File: src/rtl/mips_pkg.sv
// Shared encodings for the multicycle MIPS control path: opcodes, ALU/mux selects,
// FSM state codes and the packed control word.
package mips_pkg;

    localparam logic [5:0] OP_RTYPE = 6'b000000;
    localparam logic [5:0] OP_LW    = 6'b100011;
    localparam logic [5:0] OP_SW    = 6'b101011;
    localparam logic [5:0] OP_BEQ   = 6'b000100;
    localparam logic [5:0] OP_J     = 6'b000010;
    localparam logic [5:0] OP_ADDI  = 6'b001000;

    localparam logic [1:0] ALUOP_ADD   = 2'b00;
    localparam logic [1:0] ALUOP_SUB   = 2'b01;
    localparam logic [1:0] ALUOP_FUNCT = 2'b10;

    localparam logic [1:0] ALUSRCB_RT    = 2'b00;
    localparam logic [1:0] ALUSRCB_FOUR  = 2'b01;
    localparam logic [1:0] ALUSRCB_IMM   = 2'b10;
    localparam logic [1:0] ALUSRCB_IMMSH = 2'b11;

    localparam logic [1:0] PCSRC_ALU    = 2'b00;
    localparam logic [1:0] PCSRC_ALUOUT = 2'b01;
    localparam logic [1:0] PCSRC_JUMP   = 2'b10;

    typedef logic [3:0] state_t;

    localparam state_t StRst    = 4'd0;
    localparam state_t StFetch  = 4'd1;
    localparam state_t StDecode = 4'd2;
    localparam state_t StMemAdr = 4'd3;
    localparam state_t StMemRd  = 4'd4;
    localparam state_t StMemWb  = 4'd5;
    localparam state_t StMemWr  = 4'd6;
    localparam state_t StExec   = 4'd7;
    localparam state_t StAluWb  = 4'd8;
    localparam state_t StBranch = 4'd9;
    localparam state_t StJump   = 4'd10;
    localparam state_t StAddiEx = 4'd11;
    localparam state_t StAddiWb = 4'd12;
    localparam state_t StHalt   = 4'd13;

    typedef struct packed {
        logic       pcwrite;
        logic       pcwritecond;
        logic       iord;
        logic       memread;
        logic       memwrite;
        logic       irwrite;
        logic       memtoreg;
        logic       regdst;
        logic       regwrite;
        logic       alusrca;
        logic [1:0] alusrcb;
        logic [1:0] aluop;
        logic [1:0] pcsrc;
        logic       instr_done;
        logic       halted;
    } ctrl_t;

    function automatic logic is_legal_op(logic [5:0] op);
        return (op == OP_RTYPE) || (op == OP_LW) || (op == OP_SW) ||
               (op == OP_BEQ) || (op == OP_J) || (op == OP_ADDI);
    endfunction

endpackage

File: src/rtl/mc_control_fsm_if.sv
// Control bundle between the main-control FSM (master) and the datapath (slave).
interface mc_control_fsm_if #(
    parameter int unsigned CNT_W = 32
) ();
    logic [5:0]       opcode;
    logic             mem_ready;
    logic             pcwrite;
    logic             pcwritecond;
    logic             iord;
    logic             memread;
    logic             memwrite;
    logic             irwrite;
    logic             memtoreg;
    logic             regdst;
    logic             regwrite;
    logic             alusrca;
    logic [1:0]       alusrcb;
    logic [1:0]       aluop;
    logic [1:0]       pcsrc;
    logic             instr_done;
    logic             halted;
    logic [CNT_W-1:0] retired;

    modport master (
        input  opcode, mem_ready,
        output pcwrite, pcwritecond, iord, memread, memwrite, irwrite, memtoreg, regdst,
               regwrite, alusrca, alusrcb, aluop, pcsrc, instr_done, halted, retired
    );

    modport slave (
        output opcode, mem_ready,
        input  pcwrite, pcwritecond, iord, memread, memwrite, irwrite, memtoreg, regdst,
               regwrite, alusrca, alusrcb, aluop, pcsrc, instr_done, halted, retired
    );
endinterface

File: src/rtl/mc_ctrl_outdec.sv
// State -> control-word decode. Only the FETCH/MEMWR handshake qualifiers and the
// skipped-illegal retire pulse look at anything besides the state.
module mc_ctrl_outdec
    import mips_pkg::*;
#(
    parameter bit HALT_ILL = 1'b1
) (
    input  state_t     state_i,
    input  logic [5:0] opcode_i,
    input  logic       mem_ready_i,
    output ctrl_t      ctrl_o
);

    // Every field defaults to 0; each state raises only its own controls.
    always_comb begin
        ctrl_o = '0;
        unique case (state_i)
            StFetch: begin
                ctrl_o.memread = 1'b1;
                // PC/IR load only on the completing cycle, so waits never double-increment.
                ctrl_o.irwrite = mem_ready_i;
                ctrl_o.pcwrite = mem_ready_i;
                ctrl_o.alusrcb = ALUSRCB_FOUR;
                ctrl_o.aluop   = ALUOP_ADD;
                ctrl_o.pcsrc   = PCSRC_ALU;
            end
            StDecode: begin
                ctrl_o.alusrcb    = ALUSRCB_IMMSH;
                ctrl_o.aluop      = ALUOP_ADD;
                ctrl_o.instr_done = !HALT_ILL && !is_legal_op(opcode_i);
            end
            StMemAdr, StAddiEx: begin
                ctrl_o.alusrca = 1'b1;
                ctrl_o.alusrcb = ALUSRCB_IMM;
                ctrl_o.aluop   = ALUOP_ADD;
            end
            StMemRd: begin
                ctrl_o.memread = 1'b1;
                ctrl_o.iord    = 1'b1;
            end
            StMemWb: begin
                ctrl_o.regwrite   = 1'b1;
                ctrl_o.memtoreg   = 1'b1;
                ctrl_o.instr_done = 1'b1;
            end
            StMemWr: begin
                ctrl_o.memwrite   = 1'b1;
                ctrl_o.iord       = 1'b1;
                ctrl_o.instr_done = mem_ready_i;
            end
            StExec: begin
                ctrl_o.alusrca = 1'b1;
                ctrl_o.alusrcb = ALUSRCB_RT;
                ctrl_o.aluop   = ALUOP_FUNCT;
            end
            StAluWb: begin
                ctrl_o.regwrite   = 1'b1;
                ctrl_o.regdst     = 1'b1;
                ctrl_o.instr_done = 1'b1;
            end
            StBranch: begin
                ctrl_o.alusrca     = 1'b1;
                ctrl_o.alusrcb     = ALUSRCB_RT;
                ctrl_o.aluop       = ALUOP_SUB;
                ctrl_o.pcwritecond = 1'b1;
                ctrl_o.pcsrc       = PCSRC_ALUOUT;
                ctrl_o.instr_done  = 1'b1;
            end
            StJump: begin
                ctrl_o.pcwrite    = 1'b1;
                ctrl_o.pcsrc      = PCSRC_JUMP;
                ctrl_o.instr_done = 1'b1;
            end
            StAddiWb: begin
                ctrl_o.regwrite   = 1'b1;
                ctrl_o.instr_done = 1'b1;
            end
            StHalt: ctrl_o.halted = 1'b1;
            default: ;
        endcase
    end

endmodule

File: src/rtl/mc_control_fsm.sv
// Multicycle MIPS main control: state register, next-state logic, retired counter.
module mc_control_fsm
    import mips_pkg::*;
#(
    parameter int unsigned CNT_W    = 32,
    parameter bit          HALT_ILL = 1'b1
) (
    input logic               clk,
    input logic               reset_n,
    mc_control_fsm_if.master  bus
);

    state_t           state_q, state_d;
    logic [CNT_W-1:0] retired_q, retired_d;
    ctrl_t            ctrl;

    mc_ctrl_outdec #(
        .HALT_ILL(HALT_ILL)
    ) u_outdec (
        .state_i    (state_q),
        .opcode_i   (bus.opcode),
        .mem_ready_i(bus.mem_ready),
        .ctrl_o     (ctrl)
    );

    // Next state; opcode matters only in DECODE and for the lw/sw split in MEMADR.
    always_comb begin
        state_d = state_q;
        unique case (state_q)
            StRst:    state_d = StFetch;
            StFetch:  if (bus.mem_ready) state_d = StDecode;
            StDecode: begin
                case (bus.opcode)
                    OP_LW, OP_SW: state_d = StMemAdr;
                    OP_RTYPE:     state_d = StExec;
                    OP_BEQ:       state_d = StBranch;
                    OP_J:         state_d = StJump;
                    OP_ADDI:      state_d = StAddiEx;
                    default:      state_d = HALT_ILL ? StHalt : StFetch;
                endcase
            end
            StMemAdr: state_d = (bus.opcode == OP_SW) ? StMemWr : StMemRd;
            StMemRd:  if (bus.mem_ready) state_d = StMemWb;
            StMemWr:  if (bus.mem_ready) state_d = StFetch;
            StExec:   state_d = StAluWb;
            StAddiEx: state_d = StAddiWb;
            StMemWb, StAluWb, StBranch, StJump, StAddiWb: state_d = StFetch;
            StHalt:   state_d = StHalt;
            default:  state_d = StRst;
        endcase
    end

    // Retire on the same edge that ends the instruction; wraps naturally.
    always_comb begin
        retired_d = retired_q + CNT_W'(ctrl.instr_done);
    end

    // State and counter registers.
    always_ff @(posedge clk or negedge reset_n) begin
        if (!reset_n) begin
            state_q   <= StRst;
            retired_q <= '0;
        end else begin
            state_q   <= state_d;
            retired_q <= retired_d;
        end
    end

    // Drive the bundle from the decoded control word.
    always_comb begin
        bus.pcwrite     = ctrl.pcwrite;
        bus.pcwritecond = ctrl.pcwritecond;
        bus.iord        = ctrl.iord;
        bus.memread     = ctrl.memread;
        bus.memwrite    = ctrl.memwrite;
        bus.irwrite     = ctrl.irwrite;
        bus.memtoreg    = ctrl.memtoreg;
        bus.regdst      = ctrl.regdst;
        bus.regwrite    = ctrl.regwrite;
        bus.alusrca     = ctrl.alusrca;
        bus.alusrcb     = ctrl.alusrcb;
        bus.aluop       = ctrl.aluop;
        bus.pcsrc       = ctrl.pcsrc;
        bus.instr_done  = ctrl.instr_done;
        bus.halted      = ctrl.halted;
        bus.retired     = retired_q;
    end

endmodule

File: src/flat_wrapper.sv
// flat-port wrapper written by rule: the top's interface ports become plain ports
module mc_control_fsm_flat import mips_pkg::*;
#(
    parameter int unsigned CNT_W    = 32,
    parameter bit          HALT_ILL = 1'b1
)
  (clk, reset_n, bus_opcode, bus_mem_ready, bus_pcwrite, bus_pcwritecond, bus_iord, bus_memread, bus_memwrite, bus_irwrite, bus_memtoreg, bus_regdst, bus_regwrite, bus_alusrca, bus_alusrcb, bus_aluop, bus_pcsrc, bus_instr_done, bus_halted, bus_retired);
  mc_control_fsm_if #(.CNT_W(CNT_W)) bus_i ();
  input logic clk;
  input logic reset_n;
  input wire logic [$bits(bus_i.opcode)-1:0] bus_opcode;
  input wire logic [$bits(bus_i.mem_ready)-1:0] bus_mem_ready;
  output wire logic [$bits(bus_i.pcwrite)-1:0] bus_pcwrite;
  output wire logic [$bits(bus_i.pcwritecond)-1:0] bus_pcwritecond;
  output wire logic [$bits(bus_i.iord)-1:0] bus_iord;
  output wire logic [$bits(bus_i.memread)-1:0] bus_memread;
  output wire logic [$bits(bus_i.memwrite)-1:0] bus_memwrite;
  output wire logic [$bits(bus_i.irwrite)-1:0] bus_irwrite;
  output wire logic [$bits(bus_i.memtoreg)-1:0] bus_memtoreg;
  output wire logic [$bits(bus_i.regdst)-1:0] bus_regdst;
  output wire logic [$bits(bus_i.regwrite)-1:0] bus_regwrite;
  output wire logic [$bits(bus_i.alusrca)-1:0] bus_alusrca;
  output wire logic [$bits(bus_i.alusrcb)-1:0] bus_alusrcb;
  output wire logic [$bits(bus_i.aluop)-1:0] bus_aluop;
  output wire logic [$bits(bus_i.pcsrc)-1:0] bus_pcsrc;
  output wire logic [$bits(bus_i.instr_done)-1:0] bus_instr_done;
  output wire logic [$bits(bus_i.halted)-1:0] bus_halted;
  output wire logic [$bits(bus_i.retired)-1:0] bus_retired;
  assign bus_i.opcode = bus_opcode;
  assign bus_i.mem_ready = bus_mem_ready;
  assign bus_pcwrite = bus_i.pcwrite;
  assign bus_pcwritecond = bus_i.pcwritecond;
  assign bus_iord = bus_i.iord;
  assign bus_memread = bus_i.memread;
  assign bus_memwrite = bus_i.memwrite;
  assign bus_irwrite = bus_i.irwrite;
  assign bus_memtoreg = bus_i.memtoreg;
  assign bus_regdst = bus_i.regdst;
  assign bus_regwrite = bus_i.regwrite;
  assign bus_alusrca = bus_i.alusrca;
  assign bus_alusrcb = bus_i.alusrcb;
  assign bus_aluop = bus_i.aluop;
  assign bus_pcsrc = bus_i.pcsrc;
  assign bus_instr_done = bus_i.instr_done;
  assign bus_halted = bus_i.halted;
  assign bus_retired = bus_i.retired;
  mc_control_fsm #(.CNT_W(CNT_W), .HALT_ILL(HALT_ILL)) u_core (.clk(clk), .reset_n(reset_n), .bus(bus_i));
endmodule
File: config.mk
export PLATFORM = sky130hd
export DESIGN_NAME = mc_control_fsm_flat
export DESIGN_NICKNAME = d
export VERILOG_FILES = /design/src/rtl/mips_pkg.sv /design/src/rtl/mc_control_fsm_if.sv /design/src/rtl/mc_ctrl_outdec.sv /design/src/rtl/mc_control_fsm.sv /design/src/flat_wrapper.sv
export SDC_FILE = /design/constraint.sdc
export NUM_CORES = 1
export LEC_CHECK = 0
export ABC_AREA = 1
export CAP_MARGIN = 20
export CORE_AREA = 2 2 114 61
export CTS_CLUSTER_DIAMETER = 40
export CTS_CLUSTER_SIZE = 40
export DETAILED_ROUTE_END_ITERATION = 6
export DIE_AREA = 0 0 116 63
export HOLD_SLACK_MARGIN = 0.06
export PLACE_DENSITY = 0.7
export SLEW_MARGIN = 15
export SYNTH_ARGS = -nofsm -noshare
export SYNTH_HDL_FRONTEND = slang
export SYNTH_SLANG_ARGS = --single-unit
File: constraint.sdc
create_clock -name clk -period 5.5 [get_ports clk]
set_input_delay 1.375 -clock clk [delete_from_list [all_inputs] [get_ports clk]]
set_output_delay 1.375 -clock clk [all_outputs]
set_load 0.02 [all_outputs]
# Yosys cells after proc, flatten, opt, wreduce, memory -nomap -nowiden
# Index checks and enable logic that the tools add are counted.
# W data, S select, Z words.
# totals
word_cells,55
register_bits,36
# op_classes
n_addsub,1
muxes,20
n_reduce_logical,11
n_eq_ne,21
# ops
op,count
$pmux W4 S5,2
$pmux W4 S9,1
$add A32 B1 Y32,1
$eq A4 B4 Y1 const B,6
$eq A4 B3 Y1 const B,4
$eq A6 B6 Y1 const B,2
$mux W4,3
$mux W1,10
$eq A4 B2 Y1 const B,2
$reduce_or A2 Y1,4
$eq A6 B2 Y1 const B,1
$eq A6 B3 Y1 const B,1
$eq A6 B4 Y1 const B,1
$logic_not A6 Y1,1
$ne A2 B2 Y1 const B,3
$reduce_or A6 Y1,1
$reduce_or A5 Y1,1
$eq A4 B1 Y1 const B,1
$logic_not A4 Y1,1
$pmux W1 S2,2
$pmux W2 S2,1
$reduce_or A4 Y1,1
$reduce_and A3 Y1,1
$reduce_or A3 Y1,1
$mux W2,1

# Longest topological paths before layout
# Gate-level depths: netlist of the first run.
# logic_depth
ltp_word,4
depth_mapped,14
depth_no_buf,14

# Modules after synthesis
# From an unflattened synthesis of the first run, not the netlist that was laid out.
# hier_totals
hier_cells,288
hier_area_um2,2200.9
# modules_own_cells
mod,cells_each,seq_area_each_um2,area_per_inst_um2,n_inst
mc_control_fsm,251,900.9,2011.9,1
mc_ctrl_outdec,37,0.0,188.9,1

# Worst setup path after synthesis of the first run
# No wires, ideal clock.
# synth_path
path_type,input to output
from,in bus_mem_ready
to,out bus_pcwrite
setup_slack_ns,2.186
path_buffers,0
cell_stages,2
arrival_ns,1.939
cell_sequence,inv_1 o21ai_0
# synth_via
elab_chain_len,1
# synth_rtl
element,line,rtl
from (decl),flat_wrapper.sv:12,input wire logic [$bits(bus_i.mem_ready)-1:0] bus_mem_ready;
$pmux W1 S2,mc_ctrl_outdec.sv:17,unique case (state_i)
to (decl),flat_wrapper.sv:13,output wire logic [$bits(bus_i.pcwrite)-1:0] bus_pcwrite;
# No other way between the ends.

# Worst setup path in the final report of the first run
# layout_path
from,in bus_mem_ready
to,out bus_instr_done
# layout_via
elab_chain_len,1
# layout_rtl
element,line,rtl
$pmux W1 S2,mc_ctrl_outdec.sv:17,
to (decl),flat_wrapper.sv:26,output wire logic [$bits(bus_i.instr_done)-1:0] bus_instr_done;
# No other way between the ends.

==> results of run 1 <==
## flip-flops by register name, indices dropped and copies added (netlist names)
register            count
u_core.bus.retired     32
u_core.state_q          4
## worst max-delay path: cells and delay by family
kind / cells / cell delay, ns
compound gates: 1 / 0.28
buf+inv: 3 / 1.21
## power groups by stage
stage | combinational (mW) | sequential (mW) | clock [mW]
6_report | 0.437 | 0.355 | 0.282
5_1_grt | 0.469 | 0.360 | 0.299
4_1_cts | 0.436 | 0.355 | 0.287
2_1_floorplan | 0.215 | 0.378 | 0
3_3_place_gp | 0.433 | 0.359 | 0
3_5_place_dp | 0.433 | 0.358 | 0
## layer usage
layer	global-route usage, %	vias to the layer above	part of all wire (%)
met1	29.9	977	54
li1	-	1011	-
met2	19.7	118	34
met4	3.57	0	0.70
met3	5.82	5	11
met5	0	-	0
## layout make-up
class | count | area share [%]
Multi-Input combinational cell | 205 | 36.6
Clock buffer | 8 | 4.92
Sequential cell | 36 | 30.3
Inverter | 36 | 4.54
Tap cell | 92 | 3.87
Timing Repair Buffer | 59 | 19.8
## worst max path at each step
stage,start,to,slack (ns),depth (start not counted)
2_1_floorplan,bus_mem_ready,bus_pcwrite,2.19,2
5_1_grt,bus_mem_ready,bus_instr_done,1.21,4
4_1_cts,bus_mem_ready,bus_instr_done,1.27,4
3_5_place_dp,bus_mem_ready,bus_instr_done,1.28,4
3_3_place_gp,bus_mem_ready,bus_instr_done,1.30,4
6_report,bus_mem_ready,bus_instr_done,1.27,4
## Yosys cell counts
cell type and instances:
a21oi_1 5, a31oi_1 1, buf_4 1, dfrtp_1 36, ha_1 2, inv_1 36
nand2_1 64, nand2_2 2, nand3_1 13, nand3_2 3, nand3b_1 1, nand4_1 9
nor2_1 45, nor2_2 5, nor2_4 2, nor3_1 10, nor3_2 3, o2111ai_1 1
o211ai_1 1, o21ai_0 7, o21ai_1 1, o21ai_2 1, xnor2_1 11, xor2_1 18
## logic make-up (layout without fill, tap and decap cells)
kind of cell	count (synthesis)	after routing	share of synthesized area, %
AND/OR/NAND/NOR	157	157	33.5
AO/OA/AOI/OAI	17	17	4.52
buffers and inverters	37	103	6.69
XOR/XNOR	29	29	11.9
adder cells (fa/ha/maj)	2	2	1.17
flip-flops	36	36	42.2
## through the flow
step / hold WS [ns] / setup slack, ns / power (mW)
floorplan: 0.574 / 2.19 / 0.593
global placement: 0.464 / 1.30 / 0.792
detailed placement: 0.472 / 1.28 / 0.790
CTS: 0.481 / 1.27 / 1.08
global route: 0.489 / 1.21 / 1.13
finish: 0.481 / 1.27 / 1.07
==> results.ini, run 1 <==
[outcome]
outcome=finished, final reports clean

[setup_path]
cp_slowest_stage_delay_ns=0.66
cp_cell_sequence=clkdlybuf4s50_1 > inv_1 > o2111ai_1 > clkdlybuf4s50_1
critPathMaxFanout=5
r2r_start=u_core.state_q[0]
rrSetupSlack_ns=2.87
crit_arrival_ns=2.85
r2r-end=u_core.bus.retired[24]
reg2regPathDepth=14
crit_required_ns=4.12
critPathSlowestCell=clkdlybuf4s50_1
path_class=in -> out
endpoint_kind=primary output
worst_path_most_repeated_cell=clkdlybuf4s50_1
start_kind=input pin

[detailed_routing]
wl_per_cell_um=14.1
drc=0
dr_total_vias=2111
via_per_inst=4.84
firstDrtPassIters=5
wl_mm=6.13
drt_iter0_markers=182
postRouteAntennaNets=0

[hold_path]
min_delay_worst_endpoint=u_core.bus.retired[31]
hold_path.startpoint=u_core.bus.retired[31]
hold_depth=1
hold_path_class=reg -> reg

[clock_tree]
cts_max_path_buffers=2
cts_setup_buffers=0
holdBufCountCts=0
insertion_delay_ns=0.28
clkTransAtPathRegs_ns=0.05
cts_max_level=2
cts_sinks=36
cts_resized=0
ctsRootBufferMaster=clkbuf_16
cts_tree=yes
numCtsBuffers=5

[power_and_ir_drop]
cellLeakagePower_nw=1.33
ir_drop_v=0.000305
p_sw_share_pct=38.4
p_int_uw=661
p_switching_uw=413
pwr-share-seq_pct=33.1
clockPowerShare_pct=26.3
powerDensity_nw_per_um2=361
combPwrFrac_pct=40.7

[sta]
max_freq_mhz=236
period_minus_slack_ns=4.23
finalCritPeriodShare_pct=76.9
tns_ns=0
skew_ns=0.00533
slew_viol_final=0
setup_viol=0
rsz0062_at_grt=no
worst_slew_pin_slew_ns=0.462
slew_headroom_pct=69.2
hold_violations=0

[floorplanning]
dieArea_um2=7310
die_w_um=116
die_h_um=63
coreArea_um2=6360
ioPinCount=59
rows=21
floorplan.initialDensity_pct=33.5

[finish]
nFillCells=634
final_core_util_pct=46.8
final_cell_mix=nand2_1 (64), clkdlybuf4s50_1 (58), nor2_1 (45)
layout.cells.non_filler=436
regArea_um2=901
final_area_um2=2980
multiInputGateArea_um2=1090
antenna-diode-count=0
area_growth_pct=39.5
fin_nets=354
final_common_cell=nand2_1
drive_above_1_share_pct=6.69

[grt]
antenna_found_initial=0
grt_pass1_vias=1887
track_usage_pct=17.5
grt_pass1_wl_mm=9.85
grt_max_degree=37
grt_overflow_total=0

[synthesis]
synth_area_leaders=dfrtp_1 (42%), nand2_1 (11%), nor2_1 (7.9%)
syn_area_per_cell_um2=7.67
yosys_warnings=0
syn_area_um2=2130
ys_seq_elements=36
synth_nets=289
synth_area_leader_cell=dfrtp_1
ys_seq_area_share_pct=42.2
ys_types=24
syn_inst=278
yosysTopAreaCellShare_pct=42.2

[placed_design]
gp_congestion=0.935
place_area_um2=2830
port_buffers=58
dpl.hpwl_mm=4.89
dpl.cell_count=428

[flow_run]
maxCapViolCount=0

Note: power is estimated with default switching activity, not from simulation.
==> run 2: changes to the inputs <==
clock period = 3.94 ns   (was 5.5 ns; I/O delays follow)
==> run 2 against run 1 <==
First-iteration DRC count grew 43%; die area unchanged; setup slack worse by 0.74 ns; critical path type unchanged; critical endpoint unchanged.
==> results.ini, run 2 (same netlist as run 1, synthesis figures left out) <==
[outcome]
outcome=finished, final reports clean

[placed_design]
port_buffers=58  ; unchanged
gp_congestion=0.924  ; -1.2%
dpl.hpwl_mm=4.80  ; -1.9%
place_area_um2=2830  ; unchanged

[finish]
final_cell_mix=nand2_1 (64), clkdlybuf4s50_1 (58), nor2_1 (45)
antenna-diode-count=0  ; unchanged
drive_above_1_share_pct=7.00  ; +0.31 points
multiInputGateArea_um2=1090  ; unchanged
area_growth_pct=39.8
regArea_um2=901  ; unchanged
largest_reg_flops=32  ; unchanged
final_core_util_pct=46.9  ; +0.098 points
final_area_um2=2980  ; +0.21%
fin_nets=354  ; unchanged
final_common_cell=nand2_1
nFillCells=642  ; +1.3%

[clock_tree]
holdBufCountCts=0  ; unchanged
cts_sinks=36  ; unchanged
cts_tree=yes
insertion_delay_ns=0.27  ; about the same
cts_setup_buffers=0  ; unchanged
numCtsBuffers=5  ; unchanged
cts_max_path_buffers=2  ; unchanged
cts_resized=0  ; unchanged
ctsRootBufferMaster=clkbuf_16
clkTransAtPathRegs_ns=0.05  ; about the same
cts_max_level=2  ; unchanged

[power_and_ir_drop]
p_sw_share_pct=37.7  ; -0.69 points
clockPowerShare_pct=27.0  ; +0.7 points
p_switching_uw=567  ; +37%
combPwrFrac_pct=40.0  ; -0.7 points
pwr-share-seq_pct=33.1  ; about the same
p_int_uw=936  ; +42%
ir_drop_v=0.000388  ; +27%
powerDensity_nw_per_um2=504  ; +40%
cellLeakagePower_nw=1.34  ; +0.36%

[grt]
grt_overflow_total=0  ; unchanged
grt_max_degree=37  ; unchanged
antenna_found_initial=0  ; unchanged
grt_pass1_wl_mm=9.89  ; +0.35%
track_usage_pct=17.5  ; +0.020 points
grt_pass1_vias=1879  ; -0.42%

[detailed_routing]
wl_mm=6.08  ; -0.83%
wl_per_cell_um=14.0  ; -0.60%
drt_iter0_markers=260  ; +43%
drc=0  ; unchanged
dr_total_vias=2113  ; +0.095%
postRouteAntennaNets=0  ; unchanged
via_per_inst=4.86  ; +0.32%
firstDrtPassIters=5  ; unchanged

[sta]
period_minus_slack_ns=3.41
finalCritPeriodShare_pct=86.5
rsz0062_at_grt=no
worst_slew_pin_slew_ns=0.469  ; +0.00705 ns
skew_ns=0.00671  ; +0.00138 ns
slew_viol_final=0  ; unchanged
max_freq_mhz=294
tns_ns=0  ; unchanged
slew_headroom_pct=68.7  ; -0.47 points
hold_violations=0  ; unchanged
setup_viol=0  ; unchanged

[setup_path]
path_class=in -> out
critPathMaxFanout=5  ; unchanged
endpoint_kind=primary output
crit_required_ns=2.95  ; -1.17 ns
crit_arrival_ns=2.42  ; -0.43 ns
start_kind=input pin

[floorplanning]
die_h_um=63  ; unchanged
die_w_um=116  ; unchanged
ioPinCount=59  ; unchanged
dieArea_um2=7310  ; unchanged
rows=21  ; unchanged
coreArea_um2=6360  ; unchanged
floorplan.initialDensity_pct=33.5  ; unchanged

[hold_path]
hold_path_class=reg -> reg

[flow_run]
maxCapViolCount=0  ; unchanged

[run 2: cell count changes in the layout (fill, tap and decap cells not counted), sizes merged]
cell    previous run  this run
clkbuf             8         7
[run 2: worst max-delay path, stage by stage]
cell and delay (ns):
clkdlybuf4s50_1 0.45, inv_1 0.08, o2111ai_1 0.25, clkdlybuf4s50_1 0.65
[run 2: power by group through the flow]
stage	registers (mW)	clock network [mW]	logic, mW
after floorplan	0.528	0	0.300
after global placement	0.501	0	0.600
after detailed placement	0.499	0	0.597
after CTS	0.495	0.416	0.601
after global routing	0.505	0.441	0.650
final	0.497	0.405	0.601
[run 2: cell type report]
class,count,share of cell area [%]
multi-input combinational,205,36.6
sequential,36,30.2
timing repair buffer,59,19.7
clock buffer,7,5.12
inverter,36,4.53
tap,92,3.86
[run 2: worst paths after layout]
path | startpoint | endpoint | slack, ns | depth (start not counted)
setup / recovery | bus_mem_ready | bus_instr_done | 0.53 | 4
hold / removal | u_core.bus.retired[31] | u_core.bus.retired[31] | 0.49 | 1
setup reg to reg | u_core.state_q[2] | u_core.bus.retired[24] | 1.32 | 14
hold reg to reg | u_core.bus.retired[31] | u_core.bus.retired[31] | 0.49 | 1
max in group asynchronous | reset_n | u_core.bus.retired[29] | 2.48 | 2
min in group asynchronous | reset_n | u_core.bus.retired[9] | 1.13 | 2
[run 2: per-stage QoR]
| stage | hold slack [ns] | total power [mW] | std cells | setup slack (ns) |
|---|---|---|---|---|
| floorplan | 0.574 | 0.827 | 278 | 1.12 |
| global placement | 0.463 | 1.10 | 428 | 0.522 |
| detailed placement | 0.480 | 1.10 | 428 | 0.527 |
| CTS | 0.489 | 1.51 | 435 | 0.520 |
| global route | 0.516 | 1.60 | 435 | 0.468 |
| finish | 0.491 | 1.50 | 435 | 0.533 |
[run 2: per-layer routing]
layer | routed length (um) | vias to the layer above | GRT usage (%)
met5 | 0 | - | 0
met4 | 38 | 0 | 2.98
met3 | 737 | 4 | 5.63
met2 | 2070 | 119 | 19.2
li1 | - | 1009 | -
met1 | 3230 | 981 | 30.7
==> run 3: changes to the inputs <==
CELL_PAD_IN_SITES_DETAIL_PLACEMENT = 2   (was unset)
CELL_PAD_IN_SITES_GLOBAL_PLACEMENT = 2   (was unset)
CORE_AREA = 2 2 129 68   (was 2 2 114 61)
DIE_AREA = 0 0 131 70   (was 0 0 116 63)
PLACE_DENSITY = 0.9   (was 0.7)
==> run 3 against run 2 <==
Total power is 5.7% higher; setup slack lost 0.085 ns; core utilization decreased by 10 points; hold slack improved by 0.0046 ns; clock power increased by 13%.
==> results.ini, run 3 (same netlist as run 1, synthesis figures left out) <==
[sta]
max_freq_mhz=286  ; -2.4%
rsz0062_at_grt=no
setup_viol=0  ; unchanged
worst_slew_pin_slew_ns=0.490  ; +0.0209 ns
hold_violations=0  ; unchanged
period_minus_slack_ns=3.49  ; +0.0848 ns
timing.final.ws_setup_ns=0.448  ; -0.0848 ns
slew_viol_final=0  ; unchanged
skew_ns=0.00457  ; -0.00214 ns
finalCritPeriodShare_pct=88.6  ; +2.2 points
tns_ns=0  ; unchanged
slew_headroom_pct=67.3  ; -1.4 points

[setup_path]
critPathSlowestCell=clkdlybuf4s50_1
path_class=in -> out
rrSetupSlack_ns=1.11  ; -0.21 ns
start_kind=input pin
crit_required_ns=2.95  ; about the same
r2r-end=u_core.bus.retired[24]
crit_arrival_ns=2.51  ; +0.09 ns
cp.buffers_inverters=3  ; unchanged
cp_top_family=buffers and inverters
r2r_start=u_core.state_q[2]
cp.depth=4  ; unchanged
cp_slowest_stage_delay_ns=0.67  ; +0.02 ns
reg2regPathDepth=14  ; unchanged
critPathMaxFanout=5  ; unchanged
endpoint_kind=primary output
cp_cell_sequence=clkdlybuf4s50_1 > inv_1 > o2111ai_1 > clkdlybuf4s50_1
worst_path_most_repeated_cell=clkdlybuf4s50_1

[finish]
drive_above_1_share_pct=6.98  ; -0.020 points
final_common_cell=nand2_1
fin_nets=354  ; unchanged
layout.cells.non_filler=461  ; +6.0%
area_growth_pct=41.8
final_area_um2=3020  ; +1.4%
final_cell_mix=nand2_1 (64), clkdlybuf4s50_1 (58), nor2_1 (45)
largest_reg_flops=32  ; unchanged
antenna-diode-count=0  ; unchanged

[flow_run]
maxCapViolCount=0  ; unchanged

[placed_design]
dpl.hpwl_mm=6.74  ; +40%
dpl.cell_count=453  ; +5.8%
place_area_um2=2860  ; +1.1%
gp_congestion=0.879  ; -4.9%
port_buffers=58  ; unchanged
dpl_worst_slack_ns=0.449  ; -0.0779 ns

[floorplanning]
die_w_um=131  ; +13%
ioPinCount=59  ; unchanged
coreArea_um2=8260  ; +30%
floorplan.initialDensity_pct=25.8  ; -7.7 points
rows=24  ; +14%
die_h_um=70  ; +11%
dieArea_um2=9170  ; +25%

[clock_tree]
cts_setup_buffers=0  ; unchanged
clkTransAtPathRegs_ns=0.06  ; about the same
insertion_delay_ns=0.29  ; +0.02 ns
ctsRootBufferMaster=clkbuf_16
cts_tree=yes
cts_sinks=36  ; unchanged
cts_max_path_buffers=2  ; unchanged
numCtsBuffers=5  ; unchanged
cts_resized=0  ; unchanged
cts_max_level=2  ; unchanged
holdBufCountCts=0  ; unchanged

[hold_path]
hold_path_class=reg -> reg
hold_path.startpoint=u_core.bus.retired[29]
min_delay_worst_endpoint=u_core.bus.retired[29]
hold_depth=1  ; unchanged

[grt]
grt_max_degree=37  ; unchanged
grt_pass1_wl_mm=13.4  ; +35%
track_usage_pct=19.6  ; +2.1 points
grt_pass1_vias=2307  ; +23%
antenna_found_initial=0  ; unchanged
grt_overflow_total=0  ; unchanged

[detailed_routing]
wl_per_cell_um=18.0  ; +29%
dr_total_vias=2129  ; +0.76%
drc=0  ; unchanged
firstDrtPassIters=4  ; -1
postRouteAntennaNets=0  ; unchanged
wl_mm=8.29  ; +36%
drt_iter0_markers=63  ; -76%
via_per_inst=4.62  ; -4.9%

[power_and_ir_drop]
ir_drop_v=0.000232  ; -40%
cellLeakagePower_nw=1.34  ; +0.36%
powerDensity_nw_per_um2=525  ; +4.2%

[outcome]
outcome=finished, final reports clean

==> run 3: changes by cell type in the layout (fill, tap and decap cells not counted), sizes merged <==
cell    previous run  this run
clkbuf             7         6
clkinv             0         1
bufinv             0         1
==> run 3: worst max path at each step <==
stage                   from                endpoint  slack, ns
2_1_floorplan  bus_mem_ready  u_core.bus.retired[24]       1.12
3_3_place_gp   bus_mem_ready          bus_instr_done       0.48
3_5_place_dp   bus_mem_ready          bus_instr_done       0.45
4_1_cts        bus_mem_ready          bus_instr_done       0.44
5_1_grt        bus_mem_ready          bus_instr_done       0.39
6_report       bus_mem_ready          bus_instr_done       0.45
==> run 3: where the power goes <==
part / leakage (nW) / internal (mW) / switching [mW]
logic: 0.792 / 0.248 / 0.376
registers: 0.470 / 0.424 / 0.0822
clock network: 0.0808 / 0.298 / 0.161
==> run 3: through the flow <==
step	utilization [%]	hold WS (ns)	power (mW)
3_3_place_gp	34.6	0.461	1.11
4_1_cts	36.6	0.505	1.60
5_1_grt	36.6	0.543	1.68
3_5_place_dp	34.6	0.489	1.14
6_report	36.6	0.496	1.59
2_1_floorplan	-	0.574	0.827
==> run 3: routing by layer <==
metal	GRT usage, %	wire length (um)	vias to the layer above
met4	3.55	58	0
met5	0	0	-
met3	3.98	291	8
li1	-	-	1009
met1	31.6	4570	1072
met2	26.5	3370	40
==> run 3: cell type report <==
cell class              instances  area, um2
multi-input cells             205       1090
flip-flops and latches         36        901
clock inverters                 2       35.0
inverters                      36        135
well taps                     117        146
clock buffers                   6        129
fillers                       939       5230
repair buffers                 59        588
